$ cat src/rtl/unified_mem_arbiter_if.sv
// unified_mem_arbiter_if: fetch, load/store, memory and stall-enable signals of the shared-memory arbiter
interface unified_mem_arbiter_if #(
  parameter int ADDR_W = 32,
  parameter int DATA_W = 32
);
  logic              if_req;
  logic [ADDR_W-1:0] if_addr;
  logic [DATA_W-1:0] if_rdata;
  logic              if_valid;
  logic              mem_req;
  logic              mem_we;
  logic [ADDR_W-1:0] mem_addr;
  logic [DATA_W-1:0] mem_wdata;
  logic [DATA_W/8-1:0] mem_wstrb;
  logic [DATA_W-1:0] mem_rdata;
  logic              mem_valid;
  logic              ram_req;
  logic              ram_we;
  logic [ADDR_W-1:0] ram_addr;
  logic [DATA_W-1:0] ram_wdata;
  logic [DATA_W/8-1:0] ram_wstrb;
  logic [DATA_W-1:0] ram_rdata;
  logic              ram_ack;
  logic              pc_write;
  logic              if_id_write;
  logic              ex_mem_write;
  logic              timeout_err;
  modport slave (
    input  if_req, if_addr, mem_req, mem_we, mem_addr, mem_wdata, mem_wstrb, ram_rdata, ram_ack,
    output if_rdata, if_valid, mem_rdata, mem_valid, ram_req, ram_we, ram_addr, ram_wdata, ram_wstrb,
           pc_write, if_id_write, ex_mem_write, timeout_err
  );
  modport master (
    output if_req, if_addr, mem_req, mem_we, mem_addr, mem_wdata, mem_wstrb, ram_rdata, ram_ack,
    input  if_rdata, if_valid, mem_rdata, mem_valid, ram_req, ram_we, ram_addr, ram_wdata, ram_wstrb,
           pc_write, if_id_write, ex_mem_write, timeout_err
  );
endinterface

$ cat src/rtl/unified_mem_arbiter.sv
// unified_mem_arbiter: shares one single-ported memory between fetch and load/store,
// sequencing req/ack accesses and producing structural-hazard stall enables.
module unified_mem_arbiter #(
  parameter int ADDR_W   = 32,
  parameter int DATA_W   = 32,
  parameter int MAX_WAIT = 255
) (
  input logic clk,
  input logic rst_n,
  unified_mem_arbiter_if.slave bus
);
  localparam int SW = DATA_W / 8;
  localparam logic [7:0] LIM = 8'(MAX_WAIT - 1);
  typedef enum logic [1:0] {IDLE, IF_BUSY, MEM_BUSY, DONE} state_t;
  state_t state_q, state_d;
  logic [7:0]        cnt_q, cnt_d;
  logic              ram_req_q, ram_req_d;
  logic              ram_we_q, ram_we_d;
  logic [ADDR_W-1:0] ram_addr_q, ram_addr_d;
  logic [DATA_W-1:0] ram_wdata_q, ram_wdata_d;
  logic [SW-1:0]     ram_wstrb_q, ram_wstrb_d;
  logic [DATA_W-1:0] if_rdata_q, if_rdata_d;
  logic [DATA_W-1:0] mem_rdata_q, mem_rdata_d;
  logic              if_valid_q, if_valid_d;
  logic              mem_valid_q, mem_valid_d;
  logic              timeout_q, timeout_d;
  logic              finish, is_mem;
  assign is_mem = state_q == MEM_BUSY;
  assign finish = bus.ram_ack || cnt_q == LIM;
  always_comb begin
    state_d     = state_q;
    cnt_d       = cnt_q;
    ram_req_d   = ram_req_q;
    ram_we_d    = ram_we_q;
    ram_addr_d  = ram_addr_q;
    ram_wdata_d = ram_wdata_q;
    ram_wstrb_d = ram_wstrb_q;
    if_rdata_d  = if_rdata_q;
    mem_rdata_d = mem_rdata_q;
    if_valid_d  = 1'b0;
    mem_valid_d = 1'b0;
    timeout_d   = timeout_q;
    case (state_q)
      IDLE: begin
        cnt_d = '0;
        // MEM wins: it belongs to the older instruction further down the pipe
        if (bus.mem_req) begin
          state_d     = MEM_BUSY;
          ram_req_d   = 1'b1;
          ram_we_d    = bus.mem_we;
          ram_addr_d  = bus.mem_addr;
          ram_wdata_d = bus.mem_wdata;
          ram_wstrb_d = bus.mem_wstrb;
        end else if (bus.if_req) begin
          state_d     = IF_BUSY;
          ram_req_d   = 1'b1;
          ram_we_d    = 1'b0;
          ram_addr_d  = bus.if_addr;
          ram_wdata_d = '0;
          ram_wstrb_d = '0;
        end
      end
      IF_BUSY, MEM_BUSY: begin
        if (finish) begin
          state_d     = DONE;
          ram_req_d   = 1'b0;
          if_valid_d  = !is_mem;
          mem_valid_d = is_mem;
          timeout_d   = timeout_q | !bus.ram_ack;
          if (!is_mem) if_rdata_d = bus.ram_ack ? bus.ram_rdata : '0;
          else if (!bus.ram_ack || !ram_we_q) mem_rdata_d = bus.ram_ack ? bus.ram_rdata : '0;
        end else begin
          cnt_d = cnt_q + 8'd1;
        end
      end
      default: state_d = IDLE;
    endcase
  end
  always_ff @(posedge clk or negedge rst_n) begin
    if (!rst_n) begin
      state_q     <= IDLE;
      cnt_q       <= '0;
      ram_req_q   <= 1'b0;
      ram_we_q    <= 1'b0;
      ram_addr_q  <= '0;
      ram_wdata_q <= '0;
      ram_wstrb_q <= '0;
      if_rdata_q  <= '0;
      mem_rdata_q <= '0;
      if_valid_q  <= 1'b0;
      mem_valid_q <= 1'b0;
      timeout_q   <= 1'b0;
    end else begin
      state_q     <= state_d;
      cnt_q       <= cnt_d;
      ram_req_q   <= ram_req_d;
      ram_we_q    <= ram_we_d;
      ram_addr_q  <= ram_addr_d;
      ram_wdata_q <= ram_wdata_d;
      ram_wstrb_q <= ram_wstrb_d;
      if_rdata_q  <= if_rdata_d;
      mem_rdata_q <= mem_rdata_d;
      if_valid_q  <= if_valid_d;
      mem_valid_q <= mem_valid_d;
      timeout_q   <= timeout_d;
    end
  end
  logic if_stall, mem_stall;
  assign if_stall         = bus.if_req & ~if_valid_q;
  assign mem_stall        = bus.mem_req & ~mem_valid_q;
  assign bus.pc_write     = ~(if_stall | mem_stall);
  assign bus.if_id_write  = ~(if_stall | mem_stall);
  assign bus.ex_mem_write = ~mem_stall;
  assign bus.ram_req      = ram_req_q;
  assign bus.ram_we       = ram_we_q;
  assign bus.ram_addr     = ram_addr_q;
  assign bus.ram_wdata    = ram_wdata_q;
  assign bus.ram_wstrb    = ram_wstrb_q;
  assign bus.if_rdata     = if_rdata_q;
  assign bus.if_valid     = if_valid_q;
  assign bus.mem_rdata    = mem_rdata_q;
  assign bus.mem_valid    = mem_valid_q;
  assign bus.timeout_err  = timeout_q;
endmodule

$ cat src/flat_wrapper.sv
// flat-port wrapper written by rule: the top's interface ports become plain ports
module unified_mem_arbiter_flat 
#(
  parameter int ADDR_W   = 32,
  parameter int DATA_W   = 32,
  parameter int MAX_WAIT = 255
)
  (clk, rst_n, bus_if_req, bus_if_addr, bus_mem_req, bus_mem_we, bus_mem_addr, bus_mem_wdata, bus_mem_wstrb, bus_ram_rdata, bus_ram_ack, bus_if_rdata, bus_if_valid, bus_mem_rdata, bus_mem_valid, bus_ram_req, bus_ram_we, bus_ram_addr, bus_ram_wdata, bus_ram_wstrb, bus_pc_write, bus_if_id_write, bus_ex_mem_write, bus_timeout_err);
  unified_mem_arbiter_if #(.ADDR_W(ADDR_W), .DATA_W(DATA_W)) bus_i ();
  input logic clk;
  input logic rst_n;
  input wire logic [$bits(bus_i.if_req)-1:0] bus_if_req;
  input wire logic [$bits(bus_i.if_addr)-1:0] bus_if_addr;
  input wire logic [$bits(bus_i.mem_req)-1:0] bus_mem_req;
  input wire logic [$bits(bus_i.mem_we)-1:0] bus_mem_we;
  input wire logic [$bits(bus_i.mem_addr)-1:0] bus_mem_addr;
  input wire logic [$bits(bus_i.mem_wdata)-1:0] bus_mem_wdata;
  input wire logic [$bits(bus_i.mem_wstrb)-1:0] bus_mem_wstrb;
  input wire logic [$bits(bus_i.ram_rdata)-1:0] bus_ram_rdata;
  input wire logic [$bits(bus_i.ram_ack)-1:0] bus_ram_ack;
  output wire logic [$bits(bus_i.if_rdata)-1:0] bus_if_rdata;
  output wire logic [$bits(bus_i.if_valid)-1:0] bus_if_valid;
  output wire logic [$bits(bus_i.mem_rdata)-1:0] bus_mem_rdata;
  output wire logic [$bits(bus_i.mem_valid)-1:0] bus_mem_valid;
  output wire logic [$bits(bus_i.ram_req)-1:0] bus_ram_req;
  output wire logic [$bits(bus_i.ram_we)-1:0] bus_ram_we;
  output wire logic [$bits(bus_i.ram_addr)-1:0] bus_ram_addr;
  output wire logic [$bits(bus_i.ram_wdata)-1:0] bus_ram_wdata;
  output wire logic [$bits(bus_i.ram_wstrb)-1:0] bus_ram_wstrb;
  output wire logic [$bits(bus_i.pc_write)-1:0] bus_pc_write;
  output wire logic [$bits(bus_i.if_id_write)-1:0] bus_if_id_write;
  output wire logic [$bits(bus_i.ex_mem_write)-1:0] bus_ex_mem_write;
  output wire logic [$bits(bus_i.timeout_err)-1:0] bus_timeout_err;
  assign bus_i.if_req = bus_if_req;
  assign bus_i.if_addr = bus_if_addr;
  assign bus_i.mem_req = bus_mem_req;
  assign bus_i.mem_we = bus_mem_we;
  assign bus_i.mem_addr = bus_mem_addr;
  assign bus_i.mem_wdata = bus_mem_wdata;
  assign bus_i.mem_wstrb = bus_mem_wstrb;
  assign bus_i.ram_rdata = bus_ram_rdata;
  assign bus_i.ram_ack = bus_ram_ack;
  assign bus_if_rdata = bus_i.if_rdata;
  assign bus_if_valid = bus_i.if_valid;
  assign bus_mem_rdata = bus_i.mem_rdata;
  assign bus_mem_valid = bus_i.mem_valid;
  assign bus_ram_req = bus_i.ram_req;
  assign bus_ram_we = bus_i.ram_we;
  assign bus_ram_addr = bus_i.ram_addr;
  assign bus_ram_wdata = bus_i.ram_wdata;
  assign bus_ram_wstrb = bus_i.ram_wstrb;
  assign bus_pc_write = bus_i.pc_write;
  assign bus_if_id_write = bus_i.if_id_write;
  assign bus_ex_mem_write = bus_i.ex_mem_write;
  assign bus_timeout_err = bus_i.timeout_err;
  unified_mem_arbiter #(.ADDR_W(ADDR_W), .DATA_W(DATA_W), .MAX_WAIT(MAX_WAIT)) u_core (.clk(clk), .rst_n(rst_n), .bus(bus_i));
endmodule
$ cat config.mk
export PLATFORM = sky130hd
export DESIGN_NAME = unified_mem_arbiter_flat
export DESIGN_NICKNAME = d
export VERILOG_FILES = /design/src/rtl/unified_mem_arbiter_if.sv /design/src/rtl/unified_mem_arbiter.sv /design/src/flat_wrapper.sv
export SDC_FILE = /design/constraint.sdc
export NUM_CORES = 1
export LEC_CHECK = 0
export ABC_AREA = 0
export BUFFER_PORTS_ARGS = -buffer_cell sky130_fd_sc_hd__buf_2
export CAP_MARGIN = 20
export CORE_MARGIN = 5
export CORE_UTILIZATION = 25
export DETAILED_ROUTE_END_ITERATION = 10
export PLACE_DENSITY = 0.49
export SLEW_MARGIN = 20
export SYNTH_ARGS = -nofsm -noshare
export SYNTH_HDL_FRONTEND = slang
export SYNTH_SLANG_ARGS = --single-unit
export TNS_END_PERCENT = 1
$ cat constraint.sdc
create_clock -name clk -period 2.1 [get_ports clk]
set_input_delay 0.105 -clock clk [delete_from_list [all_inputs] [get_ports clk]]
set_output_delay 0.105 -clock clk [all_outputs]
set_load 0.1 [all_outputs]
After elaboration in Yosys (flattened, before gate mapping)
Index checks and enable logic that the tools add are counted.
{ "word_totals": {"reg_bits": 147, "latchBits": 0, "ram_bits": 0, "romBits": 0, "memories": 0, "inputBits": 138, "out_inout_bits": 140} }
{ "classes": {"shift": 0, "bitwise_logic": 9, "order_cmp": 0, "n_mul": 0, "n_addsub": 1, "mux": 23, "n_div": 0, "reduce_logical": 16, "n_eq_ne": 6} }
{ "ops": {"columns": ["op", "n"], "rows": [
  ["2-to-1 mux 32 bit", 5],
  ["one-hot mux 8 bit (2 select lines)", 1],
  ["2-to-1 mux 1 bit", 9],
  ["adder 8 x 1 -> 8 bit (second input constant)", 1],
  ["equality test 8 bit (second input constant)", 1],
  ["2-to-1 mux 4 bit", 2],
  ["2-to-1 mux 8 bit", 1],
  ["AND reduction 2 bit", 4],
  ["2-to-1 mux 2 bit", 3],
  ["AND reduction 3 bit", 2],
  ["inverter 1 bit", 5],
  ["one-hot mux 2 bit (2 select lines)", 1],
  ["AND reduction 4 bit", 1],
  ["nonzero test 2 bit", 2],
  ["logical NOT 1 bit", 3],
  ["inequality test 3 bit (second input constant)", 1],
  ["AND 1 bit", 2],
  ["equality test 2 x 1 -> 1 bit (second input constant)", 1],
  ["equality test 2 bit (second input constant)", 1],
  ["logical NOT 2 bit", 1],
  ["logical OR 1 bit", 2],
  ["inequality test 2 x 1 -> 1 bit (second input constant)", 1],
  ["inequality test 2 bit (second input constant)", 1],
  ["bitwise OR 1 bit", 2],
  ["other kinds (2)", 2]
]} }

Logic depth before layout (Yosys ltp)
Gate-level depths: netlist of the first run.
{ "logic_depth": {"ltp_word": 4, "mapped_depth": 7} }

Worst setup path before layout of the first run
No wires, ideal clock.
{ "synth_timing": {"kind": "register to output", "from": "reg u_core.mem_valid_q (netlist: u_core.bus.mem_valid)", "to": "out bus_pc_write", "path_buffers": 1, "path_stages_with_launch": 4, "t_required_ps": 1995, "arrival_ps": 4707, "path_slack_ps": -2712, "cell_sequence": "dfrtp_1 nand2b_1 a21boi_0 buf_4"} }
{ "synth_via": {"elab_chain_len": 4} }
{ "synth_lines": {"columns": ["item", "line_no", "text"], "rows": [
  ["start, declared", "unified_mem_arbiter.sv:25", "logic mem_valid_q, mem_valid_d;"],
  ["start signal, assigned", "unified_mem_arbiter.sv:104", "mem_valid_q <= mem_valid_d;"],
  ["inverter 1 bit", "unified_mem_arbiter.sv:110", "assign mem_stall = bus.mem_req & ~mem_valid_q;"],
  ["AND 1 bit", "unified_mem_arbiter.sv:110", null],
  ["bitwise OR 1 bit", null, null],
  ["inverter 1 bit", null, null],
  ["end, declared", "flat_wrapper.sv:30", "output wire logic [$bits(bus_i.pc_write)-1:0] bus_pc_write;"]
]} }
No other way between the ends.

Worst setup path after layout of the first run
{ "layout_timing": {"from": "reg u_core.state_q[0]", "to": "reg u_core.state_q[0]"} }
{ "layout_via": {"elab_chain_len": 4, "word_cells_on_any_way": 8, "classes_between": "eq/ne: 4; mux: 1; reduce/logical: 3"} }
{ "layout_lines": {"columns": ["item", "line_no", "text"], "rows": [
  ["start, declared", "unified_mem_arbiter.sv:15", "state_t state_q, state_d;"],
  ["start signal, assigned", "unified_mem_arbiter.sv:94", "state_q <= state_d;"],
  ["equality test 2 x 1 -> 1 bit or equality test 2 bit (tied branches)", "unified_mem_arbiter.sv:43", "case (state_q)"],
  ["OR reduction 2 bit", "unified_mem_arbiter.sv:43", null],
  ["inequality test 2 x 1 -> 1 bit (no source line)", null, null],
  ["AND reduction 2 bit (no source line)", null, null]
]} }
Parallel ways exist; a longest one is shown, timed or not.
A chain may end at the register's enable or synchronous reset.

==> results.tsv, run 1 <==
stage	metric	value	unit
finish	drive_above_1_share	0.391	
setup_path	worstReg2RegStart	u_core.state_q[0]$_DFFE_PN0P_	
floorplanning	die_area	26500	sq um
drt	firstDrtPassIters	4	
cts	cts_buffer_depth	2	
finish	final-seq-area	3680	sq um
drt	wl_per_cell	16.4	microns
cts	cts_setup_buffers	0	
logic_synthesis	syn-cell-area	5830	sq um
floorplanning	num_io_pins	278	
drt	vias	5187	
logic_synthesis	synthCells	454	
setup_path	slowest_stage	dfrtp_1	
sta	whs	0.0100	ns
sta	hold_viol	0	
setup_path	reg2reg_setup_slack	0.35	ns
setup_path	path_cells	inv_1, ha_1, nor2b_1, a21boi_0, a21oi_1, mux2_2	
setup_path	cp-end-kind	flop	
hold_path	min_to	u_core.bus.ram_addr[29]$_DFFE_PN0P_	
sta	finalClockSkew	0.0124	ns
setup_path	r2r-end	u_core.state_q[0]$_DFFE_PN0P_	
setup_path	critPathMaxStageDelay	0.38	ns
sta	slew_viol_final	0	
drt	totalWireLength	19200	microns
hold_path	hold_depth	3	
finish	diodes	0	
place	place_hpwl	12900	microns
setup_path	worstPathRequired	2.40	ns
sta	setup_violations	0	
setup_path	crit_fanout	4	
grt	grt_first_pass_wirelength	30200	microns
grt	gr-total-overflow	0	
cts	clkTransAtPathRegs	0.06	ns
logic_synthesis	ys_seq_area_frac	0.631	
drt	ant_nets	0	
sta	setup-tns-final	0	ns
logic_synthesis	ys.warnings.count	0	
cts	htreeDepth	4	
sta	fmax	0.572	GHz
grt	antenna_found_initial	0	
sta	period_needed	1.75	ns
cts	cts_sinks	147	
finish	num-fill-cells	2174	
logic_synthesis	ys_seq_elements	147	
setup_path	critPathLaunchType	flop	
floorplanning	fp.dieH	163	microns
sta	tightest_slew	0.553	ns
place	gp_congestion	0.757	
finish	layout_commonest_cell	buf_2	
finish	final_cell_mix	buf_2 (276), dfrtp_1 (145), dlygate4sd3_1 (111)	
sta	period_share	0.833	
finish	areaGrowthSynthToFinish	60.6	%
grt	grt_pass1_vias	5569	
floorplanning	row_count	55	
logic_synthesis	synth_cell_type_count	35	
grt	grt_max_degree	69	
cts	numCtsBuffers	17	
logic_synthesis	avgSynthCellArea	12.8	sq um
cts	clockRootBuffer	clkbuf_16	
status	run_status	finished, final reports clean	
hold_path	holdCritPathClass	input port to flop	
cts	insertion_delay	0.42	ns
floorplanning	initial_utilization	0.256	
setup_path	ff2ff_path_depth	6	
run	max_cap_violations	0	
setup_path	path_class	flop to flop	
logic_synthesis	syn_nets	598	
place	port_buffers	277	
grt	grt_usage	0.142	
sta	slew_headroom	0.631	
cts	cts_tree	done	
floorplanning	die_width	163	microns
finish	multiInputGateArea	1990	sq um
drt	drtIter0Drc	333	
sta	grt_setup_unrepaired	no	
drt	avgViaCountPerCell	4.45	
setup_path	critPathArrivalTime	2.04	ns
finish	layout.nets	984	
hold_path	worstHoldStart	bus_mem_addr[29]	
floorplanning	core	22800	sq um
drt	drc	0	
repair_timing:
item                                   4_1_cts  5_1_grt
gates resized for setup                      0        0
endpoints found under the hold margin      167        0
hold buffers                               111        0
flip-flops by register name (all words and copies together), names as in the netlist:
| name | cells |
|---|---|
| u_core.bus.if_rdata | 32 |
| u_core.bus.mem_rdata | 32 |
| u_core.bus.ram_addr | 32 |
| u_core.bus.ram_wdata | 32 |
| u_core.cnt_q | 8 |
| u_core.bus.ram_wstrb | 4 |
| u_core.state_q | 2 |
| u_core.bus.if_valid | 1 |
| u_core.bus.mem_valid | 1 |
| u_core.bus.ram_req | 1 |
| u_core.bus.ram_we | 1 |
| u_core.bus.timeout_err | 1 |
layer usage:
metal  global-route usage  vias up  wire (microns)
met3               0.0314       33            1020
met5                    0        -               0
met1                0.177     2527            8000
met2                0.239      170            9630
met4               0.0595        0             502
li1                     -     2457               -
Yosys cell counts:
cell type,instances,area share
dfrtp_1,147,0.63
a22o_1,102,0.15
nand2_1,40,0.026
o21ai_0,40,0.034
mux2i_1,33,0.057
buf_2,18,0.015
clkbuf_1,10,0.0064
ha_1,6,0.013
nand3_1,6,0.0052
nor2_1,6,0.0039
inv_1,5,0.0032
a21oi_1,4,0.0034
a31oi_1,3,0.0032
buf_6,3,0.0058
nand2b_1,3,0.0032
o211ai_1,3,0.0039
a21boi_0,2,0.0026
a21o_1,2,0.0026
and2_1,2,0.0021
and3_1,2,0.0021
buf_1,2,0.0013
o31ai_1,2,0.0026
a31o_2,1,0.0015
a41oi_1,1,0.0015
and4_1,1,0.0015
buf_4,1,0.0013
mux2_2,1,0.0019
nand3_2,1,0.0017
nand4_2,1,0.0021
nor2b_1,1,0.0011
o21ai_1,1,0.00086
o21bai_1,1,0.0013
o31ai_2,1,0.0021
or2_2,1,0.0011
or3_1,1,0.0011
worst max-delay path by stage:
stage                                   startpoint                                   to  slack [ns]  depth (start not counted)
detailed placement   u_core.state_q[0]$_DFFE_PN0P_        u_core.state_q[0]$_DFFE_PN0P_        0.35                          6
floorplan           u_core.bus.mem_valid$_DFF_PN0_                         bus_pc_write       0.009                          3
finish               u_core.state_q[0]$_DFFE_PN0P_        u_core.state_q[0]$_DFFE_PN0P_        0.35                          6
global route           u_core.cnt_q[0]$_DFFE_PN0P_  u_core.bus.mem_rdata[2]$_DFFE_PN0P_        0.24                          7
global placement     u_core.state_q[0]$_DFFE_PN0P_        u_core.state_q[0]$_DFFE_PN0P_        0.37                          6
CTS                  u_core.state_q[0]$_DFFE_PN0P_        u_core.state_q[0]$_DFFE_PN0P_        0.33                          6
worst max-delay path: cells and delay by family (launching register included):
| family | cells | cell delay [ns] |
|---|---|---|
| buffers and inverters | 1 | 0.07 |
| AOI/OAI and AO/OA | 2 | 0.38 |
| adders and majority gates | 1 | 0.30 |
| muxes | 1 | 0.36 |
| DFF | 1 | 0.38 |
| and+or+nand+nor | 1 | 0.14 |
per-stage QoR:
step / area, sq um / std cells / utilization / setup slack, ns
after floorplan: 5860 / 454 / - / 0.00934
after global placement: 7650 / 1023 / 0.336 / 0.370
after detailed placement: 7650 / 1023 / 0.336 / 0.347
after CTS: 9360 / 1165 / 0.411 / 0.332
after global routing: 9360 / 1165 / 0.411 / 0.237
final: 9360 / 1165 / 0.411 / 0.352
layout make-up:
type                       instances  share of cell area
multi-input combinational        268               0.212
tap                              313              0.0418
sequential                       147               0.393
clock inverter                    14              0.0190
clock buffer                      17              0.0454
timing repair buffer             401               0.286
inverter                           5             0.00200
logic make-up (layout without fill, tap and decap cells):
logic type	count (synthesis)	after routing	synth area share
buffers and inverters	39	437	0.0335
AOI/OAI and AO/OA	163	163	0.213
and+or+nand+nor	65	65	0.0509
DFF	147	147	0.631
muxes	34	34	0.0586
adders and majority gates	6	6	0.0129
Power of run 1 is not shown: default switching activity piles up to over one toggle a cycle in this logic, so the estimate is an artifact.
==> run 2, diff against run 1 <==
--- a/config.mk
+++ b/config.mk
@@ -11,7 +11,7 @@
 export CORE_MARGIN = 5
 export CORE_UTILIZATION = 25
 export DETAILED_ROUTE_END_ITERATION = 10
-export PLACE_DENSITY = 0.49
+export PLACE_DENSITY = 0.51
 export SLEW_MARGIN = 20
 export SYNTH_ARGS = -nofsm -noshare
 export SYNTH_HDL_FRONTEND = slang
==> constraint.sdc (replaced) <==
create_clock -name clk -period 1.5 [get_ports clk]
set_input_delay 0.075 -clock clk [delete_from_list [all_inputs] [get_ports clk]]
set_output_delay 0.075 -clock clk [all_outputs]
set_load 0.1 [all_outputs]
==> results.tsv, run 2 (synthesis results as in run 1) <==
stage	metric	value	unit	change
grt	grt_max_degree	41		was 69
setup_path	reg2reg_setup_slack	-0.08	ns	was 0.35 ns
grt	gr-total-overflow	0		unchanged
cts	cts_setup_buffers	0		unchanged
sta	finalClockSkew	0.0129	ns	was 0.0124 ns
setup_path	slowest_stage	dfrtp_1		unchanged
sta	fin_ws	-0.0838	ns	was 0.352 ns
floorplanning	row_count	55		unchanged
floorplanning	die_width	163	microns	unchanged
setup_path	critPathLaunchType	flop		unchanged
drt	avgViaCountPerCell	4.41		was 4.45
sta	hold_viol	0		unchanged
sta	period_share	1.06		was 0.833
drt	vias	5326		was 5187
cts	htreeDepth	4		unchanged
finish	drive_above_1_share	0.417		was 0.391
grt	grt_first_pass_wirelength	30800	microns	was 30200 microns
drt	firstDrtPassIters	4		unchanged
floorplanning	initial_utilization	0.256		unchanged
place	place_hpwl	13700	microns	was 12900 microns
cts	clockRootBuffer	clkbuf_16		unchanged
place	dp.cells	1051		was 1023
finish	final_cell_mix	buf_2 (273), dfrtp_1 (145), dlygate4sd3_1 (125)		was buf_2 (276), dfrtp_1 (145), dlygate4sd3_1 (111)
hold_path	min_to	u_core.bus.ram_addr[16]$_DFFE_PN0P_		was u_core.bus.ram_addr[29]$_DFFE_PN0P_
drt	ant_nets	0		unchanged
drt	totalWireLength	19900	microns	was 19200 microns
drt	drc	0		unchanged
sta	slew_headroom	0.649		was 0.631
grt	antenna_found_initial	0		unchanged
cts	insertion_delay	0.41	ns	was 0.42 ns
finish	layout_commonest_cell	buf_2		unchanged
setup_path	cp-end-kind	flop		unchanged
hold_path	hold_depth	3		unchanged
run	max_cap_violations	0		unchanged
sta	slew_viol_final	0		unchanged
place	port_buffers	277		unchanged
hold_path	holdCritPathClass	input port to flop		unchanged
setup_path	critPathMaxStageDelay	0.38	ns	about the same
setup_path	worstReg2RegStart	u_core.cnt_q[0]$_DFFE_PN0P_		was u_core.state_q[0]$_DFFE_PN0P_
setup_path	path_common_cell	nand3_2		
finish	diodes	0		unchanged
floorplanning	core	22800	sq um	unchanged
status	failed_checks	negative setup slack		
finish	final_cells	1208		was 1165
cts	cts_tree	done		unchanged
setup_path	cp_top_family	compound AO/OA/AOI/OAI gates		was flip-flops
sta	whs	0.00768	ns	was 0.0100 ns
floorplanning	fp.dieH	163	microns	unchanged
sta	tightest_slew	0.530	ns	was 0.553 ns
sta	setup_violations	62		was 0
finish	final_util	0.434		was 0.411
hold_path	worstHoldStart	bus_mem_addr[16]		was bus_mem_addr[29]
floorplanning	num_io_pins	278		unchanged
sta	grt_setup_unrepaired	yes		was no
setup_path	cp.buffers_inverters	2		was 1
cts	clkTransAtPathRegs	0.06	ns	about the same
finish	layout.nets	1027		was 984
setup_path	r2r-end	u_core.bus.mem_rdata[8]$_DFFE_PN0P_		was u_core.state_q[0]$_DFFE_PN0P_
setup_path	path_cells	inv_1, ha_2, nand3_2, o31ai_2, nand3_2, buf_12, a22o_1		was inv_1, ha_1, nor2b_1, a21boi_0, a21oi_1, mux2_2
cts	numCtsBuffers	17		unchanged
place	gp_congestion	0.775		was 0.757
finish	areaGrowthSynthToFinish	69.7	%	was 60.6%
drt	drtIter0Drc	250		was 333
setup_path	worstPathRequired	1.78	ns	was 2.40 ns
status	run_status	finished, violations left		was finished, final reports clean
floorplanning	die_area	26500	sq um	unchanged
setup_path	ff2ff_path_depth	7		was 6
cts	cts_sinks	147		unchanged
cts	cts_buffer_depth	2		unchanged
setup_path	path_class	flop to flop		unchanged
setup_path	critPathArrivalTime	1.87	ns	was 2.04 ns
drt	wl_per_cell	16.5	microns	was 16.4 microns
sta	fmax	0.631	GHz	was 0.572 GHz
sta	period_needed	1.58	ns	was 1.75 ns
grt	grt_pass1_vias	5652		was 5569
setup_path	crit_fanout	32		was 4
grt	grt_usage	0.146		was 0.142
## run 2: changes by cell type in the layout (fill, tap and decap cells not counted), moves of 3 or more
| cell | previous run | this run |
|---|---|---|
| buf_2 | 276 | 273 |
| dlygate4sd3_1 | 111 | 125 |
| buf_4 | 7 | 26 |
| o21ai_0 | 39 | 36 |
| clkinv_4 | 0 | 3 |
| buf_12 | 6 | 15 |
## run 2: area by class of cell
cell class                 instances  area [sq um]
clock buffer                      19           433
clock inverter                    12           131
fill                            2138         12900
inverter                           5          18.8
multi-input combinational        268          2050
sequential                       147          3680
tap                              313           392
timing repair buffer             444          3180
## run 2: metal layers
layer,GRT usage,share of wire,vias up
li1,-,-,2539
met1,0.182,0.42,2613
met2,0.252,0.51,156
met3,0.0354,0.051,18
met4,0.0427,0.015,0
met5,0,0,-
## run 2: through the flow
step                setup slack, ns  instance area [sq um]  TNS (ns)
floorplan                    -0.523                   5870    -10.21
global placement             -0.124                   7980     -4.94
finish                      -0.0838                   9890     -2.74
detailed placement           -0.169                   7980     -5.84
global route                 -0.156                   9890     -7.79
CTS                          -0.125                   9790     -7.07
## run 2: how the worst max path moves through the flow
stage / start / to / slack, ns / depth (start not counted)
after floorplan: u_core.bus.mem_valid$_DFF_PN0_ / bus_pc_write / -0.52 / 3
after CTS: u_core.cnt_q[0]$_DFFE_PN0P_ / u_core.bus.mem_rdata[8]$_DFFE_PN0P_ / -0.12 / 7
after detailed placement: u_core.state_q[0]$_DFFE_PN0P_ / u_core.cnt_q[7]$_DFFE_PN0P_ / -0.17 / 7
after global routing: u_core.cnt_q[0]$_DFFE_PN0P_ / u_core.bus.mem_rdata[9]$_DFFE_PN0P_ / -0.16 / 7
final: u_core.cnt_q[0]$_DFFE_PN0P_ / u_core.bus.mem_rdata[8]$_DFFE_PN0P_ / -0.08 / 7
after global placement: u_core.state_q[0]$_DFFE_PN0P_ / u_core.cnt_q[7]$_DFFE_PN0P_ / -0.12 / 7
## run 2: worst reg2reg max path, stage by stage, from the launching register on
cell and delay, ns:
dfrtp_1 0.38, inv_1 0.06, ha_2 0.18, nand3_2 0.11
o31ai_2 0.22, nand3_2 0.12, buf_12 0.19, a22o_1 0.20
## run 2: repair_timing
item                                   in CTS  in global routing
pin swaps                                   1                  8
endpoints found under the hold margin     276                  1
cloned                                      0                  1
hold buffers                              124                  1
setup endpoints to repair                  76                 96
gates resized for setup                     5                 18
Power of run 2 is left out for the same reason.
==> run 3, diff against run 2 <==
--- a/config.mk
+++ b/config.mk
@@ -11,7 +11,7 @@
 export CORE_MARGIN = 5
 export CORE_UTILIZATION = 25
 export DETAILED_ROUTE_END_ITERATION = 10
-export PLACE_DENSITY = 0.51
+export PLACE_DENSITY = 0.49
 export SLEW_MARGIN = 20
 export SYNTH_ARGS = -nofsm -noshare
 export SYNTH_HDL_FRONTEND = slang
==> constraint.sdc (replaced) <==
create_clock -name clk -period 1.58 [get_ports clk]
set_input_delay 0.079 -clock clk [delete_from_list [all_inputs] [get_ports clk]]
set_output_delay 0.079 -clock clk [all_outputs]
set_load 0.1 [all_outputs]
==> results.tsv, run 3 (synthesis results as in run 1) <==
stage	metric	value	unit	change
grt	antenna_found_initial	0		unchanged
drt	avgViaCountPerCell	4.43		was 4.41
sta	period_needed	1.54	ns	
setup_path	cp_top_family	flip-flops		was compound AO/OA/AOI/OAI gates
sta	setup_violations	0		was 62
grt	gr-total-overflow	0		unchanged
hold_path	min_to	u_core.bus.ram_addr[27]$_DFFE_PN0P_		was u_core.bus.ram_addr[16]$_DFFE_PN0P_
finish	final_util	0.431		was 0.434
setup_path	cp.buffers_inverters	1		was 2
drt	ant_nets	0		unchanged
sta	whs	-0.00364	ns	was 0.00768 ns
finish	final_cell_mix	buf_2 (274), dfrtp_1 (144), dlygate4sd3_1 (128)		was buf_2 (273), dfrtp_1 (145), dlygate4sd3_1 (125)
floorplanning	fp.dieH	163	microns	unchanged
grt	grt_max_degree	65		was 41
cts	numCtsBuffers	17		unchanged
hold_path	holdCritPathClass	input port to flop		unchanged
finish	layout.nets	1016		was 1027
grt	grt_first_pass_wirelength	30600	microns	was 30800 microns
finish	final-seq-area	3680	sq um	about the same
floorplanning	row_count	55		unchanged
cts	clkTransAtPathRegs	0.07	ns	was 0.06 ns
sta	finalClockSkew	0.00991	ns	was 0.0129 ns
finish	final_cells	1198		was 1208
hold_path	worstHoldStart	bus_if_addr[27]		was bus_mem_addr[16]
floorplanning	die_width	163	microns	unchanged
setup_path	path_cells	nand2b_4, a21boi_4, buf_12		was inv_1, ha_2, nand3_2, o31ai_2, nand3_2, buf_12, a22o_1
floorplanning	initial_utilization	0.256		unchanged
finish	layout_commonest_cell	buf_2		unchanged
cts	htreeDepth	4		unchanged
drt	drc	0		unchanged
sta	hold_viol	1		was 0
setup_path	critPathArrivalTime	1.46	ns	was 1.87 ns
drt	firstDrtPassIters	4		unchanged
finish	multiInputGateArea	2110	sq um	was 2050 sq um
floorplanning	num_io_pins	278		unchanged
status	failed_checks	negative hold slack		was negative setup slack
sta	grt_setup_unrepaired	yes		unchanged
setup_path	critPathMaxStageDelay	0.42	ns	was 0.38 ns
grt	grt_pass1_vias	5731		was 5652
status	run_status	finished, violations left		unchanged
place	dp.cells	1038		was 1051
cts	cts_tree	done		unchanged
place	port_buffers	277		unchanged
cts	clockRootBuffer	clkbuf_16		unchanged
cts	cts_sinks	147		unchanged
grt	grt_usage	0.144		was 0.146
setup_path	ff2ff_path_depth	6		was 7
place	place_hpwl	13000	microns	was 13700 microns
sta	tightest_slew	0.530	ns	about the same
sta	fmax	0.651	GHz	
floorplanning	die_area	26500	sq um	unchanged
setup_path	cp-end-kind	output pin		was flop
setup_path	r2r-end	u_core.state_q[0]$_DFFE_PN0P_		was u_core.bus.mem_rdata[8]$_DFFE_PN0P_
drt	totalWireLength	19200	microns	was 19900 microns
drt	vias	5304		was 5326
finish	num-fill-cells	2117		was 2138
setup_path	worstReg2RegStart	u_core.state_q[0]$_DFFE_PN0P_		was u_core.cnt_q[0]$_DFFE_PN0P_
finish	drive_above_1_share	0.412		was 0.417
finish	diodes	0		unchanged
setup_path	reg2reg_setup_slack	0.05	ns	was -0.08 ns
sta	period_share	0.972		
drt	wl_per_cell	16.0	microns	was 16.5 microns
cts	insertion_delay	0.42	ns	was 0.41 ns
hold_path	hold_depth	3		unchanged
place	post_dp_cell_area	7810	sq um	was 7980 sq um
cts	cts_buffer_depth	2		unchanged
setup_path	worstPathRequired	1.50	ns	was 1.78 ns
setup_path	crit_fanout	2		was 32
setup_path	slowest_stage	dfrtp_4		was dfrtp_1
floorplanning	core	22800	sq um	unchanged
finish	areaGrowthSynthToFinish	68.6	%	was 69.7%
setup_path	path_class	flop to output pin		was flop to flop
finish	finalInstanceArea	9830	sq um	was 9890 sq um
sta	slew_headroom	0.649		about the same
run	max_cap_violations	0		unchanged
place	gp_congestion	0.808		was 0.775
sta	slew_viol_final	0		unchanged
drt	drtIter0Drc	268		was 250
setup_path	critPathLaunchType	flop		unchanged
-- run 3: what timing repair did --
action                                  in CTS  in global routing
endpoints found under the setup margin      50                 89
endpoints found under the hold margin      259                  1
gates resized for setup                     11                 21
pin swaps                                    2                  2
hold buffers                               127                  1
cloned                                       0                  0
buffers inserted                             0                  0
-- run 3: final cells by class --
cell class / count / share of cell area
sequential: 147 / 0.375
clock buffer: 17 / 0.0433
clock inverter: 15 / 0.0172
multi-input combinational: 268 / 0.215
tap: 313 / 0.0398
timing repair buffer: 433 / 0.308
inverter: 5 / 0.00191
-- run 3: tightest hold or removal path: stages --
cell and delay [ns]:
buf_2 0.08, mux2i_1 0.08, o21ai_0 0.14
-- run 3: how the worst max path moves through the flow --
stage                                        start                             to  slack, ns  cells after the start
finish              u_core.bus.mem_valid$_DFF_PN0_                bus_if_id_write       0.04                      3
detailed placement   u_core.state_q[0]$_DFFE_PN0P_    u_core.cnt_q[7]$_DFFE_PN0P_      -0.06                      7
floorplan           u_core.bus.mem_valid$_DFF_PN0_                   bus_pc_write      -0.45                      3
global route         u_core.state_q[0]$_DFFE_PN0P_  u_core.state_q[0]$_DFFE_PN0P_      -0.02                      6
global placement     u_core.state_q[0]$_DFFE_PN0P_    u_core.cnt_q[7]$_DFFE_PN0P_      -0.04                      7
CTS                  u_core.state_q[0]$_DFFE_PN0P_  u_core.state_q[0]$_DFFE_PN0P_      -0.04                      6
-- run 3: per-stage QoR --
stage               TNS (ns)  setup WS [ns]
finish                     0         0.0438
floorplan              -6.34         -0.447
detailed placement    -0.503        -0.0578
global route         -0.0629        -0.0236
CTS                  -0.0634        -0.0370
global placement      -0.103        -0.0418
-- run 3: layer usage --
| layer | track usage | vias up | wire, microns | part of all wire |
|---|---|---|---|---|
| met3 | 0.0377 | 33 | 1060 | 0.055 |
| li1 | - | 2534 | - | - |
| met1 | 0.178 | 2572 | 8060 | 0.42 |
| met4 | 0.0538 | 0 | 531 | 0.028 |
| met5 | 0 | - | 0 | 0 |
| met2 | 0.241 | 165 | 9570 | 0.50 |
Power of run 3 is left out for the same reason.
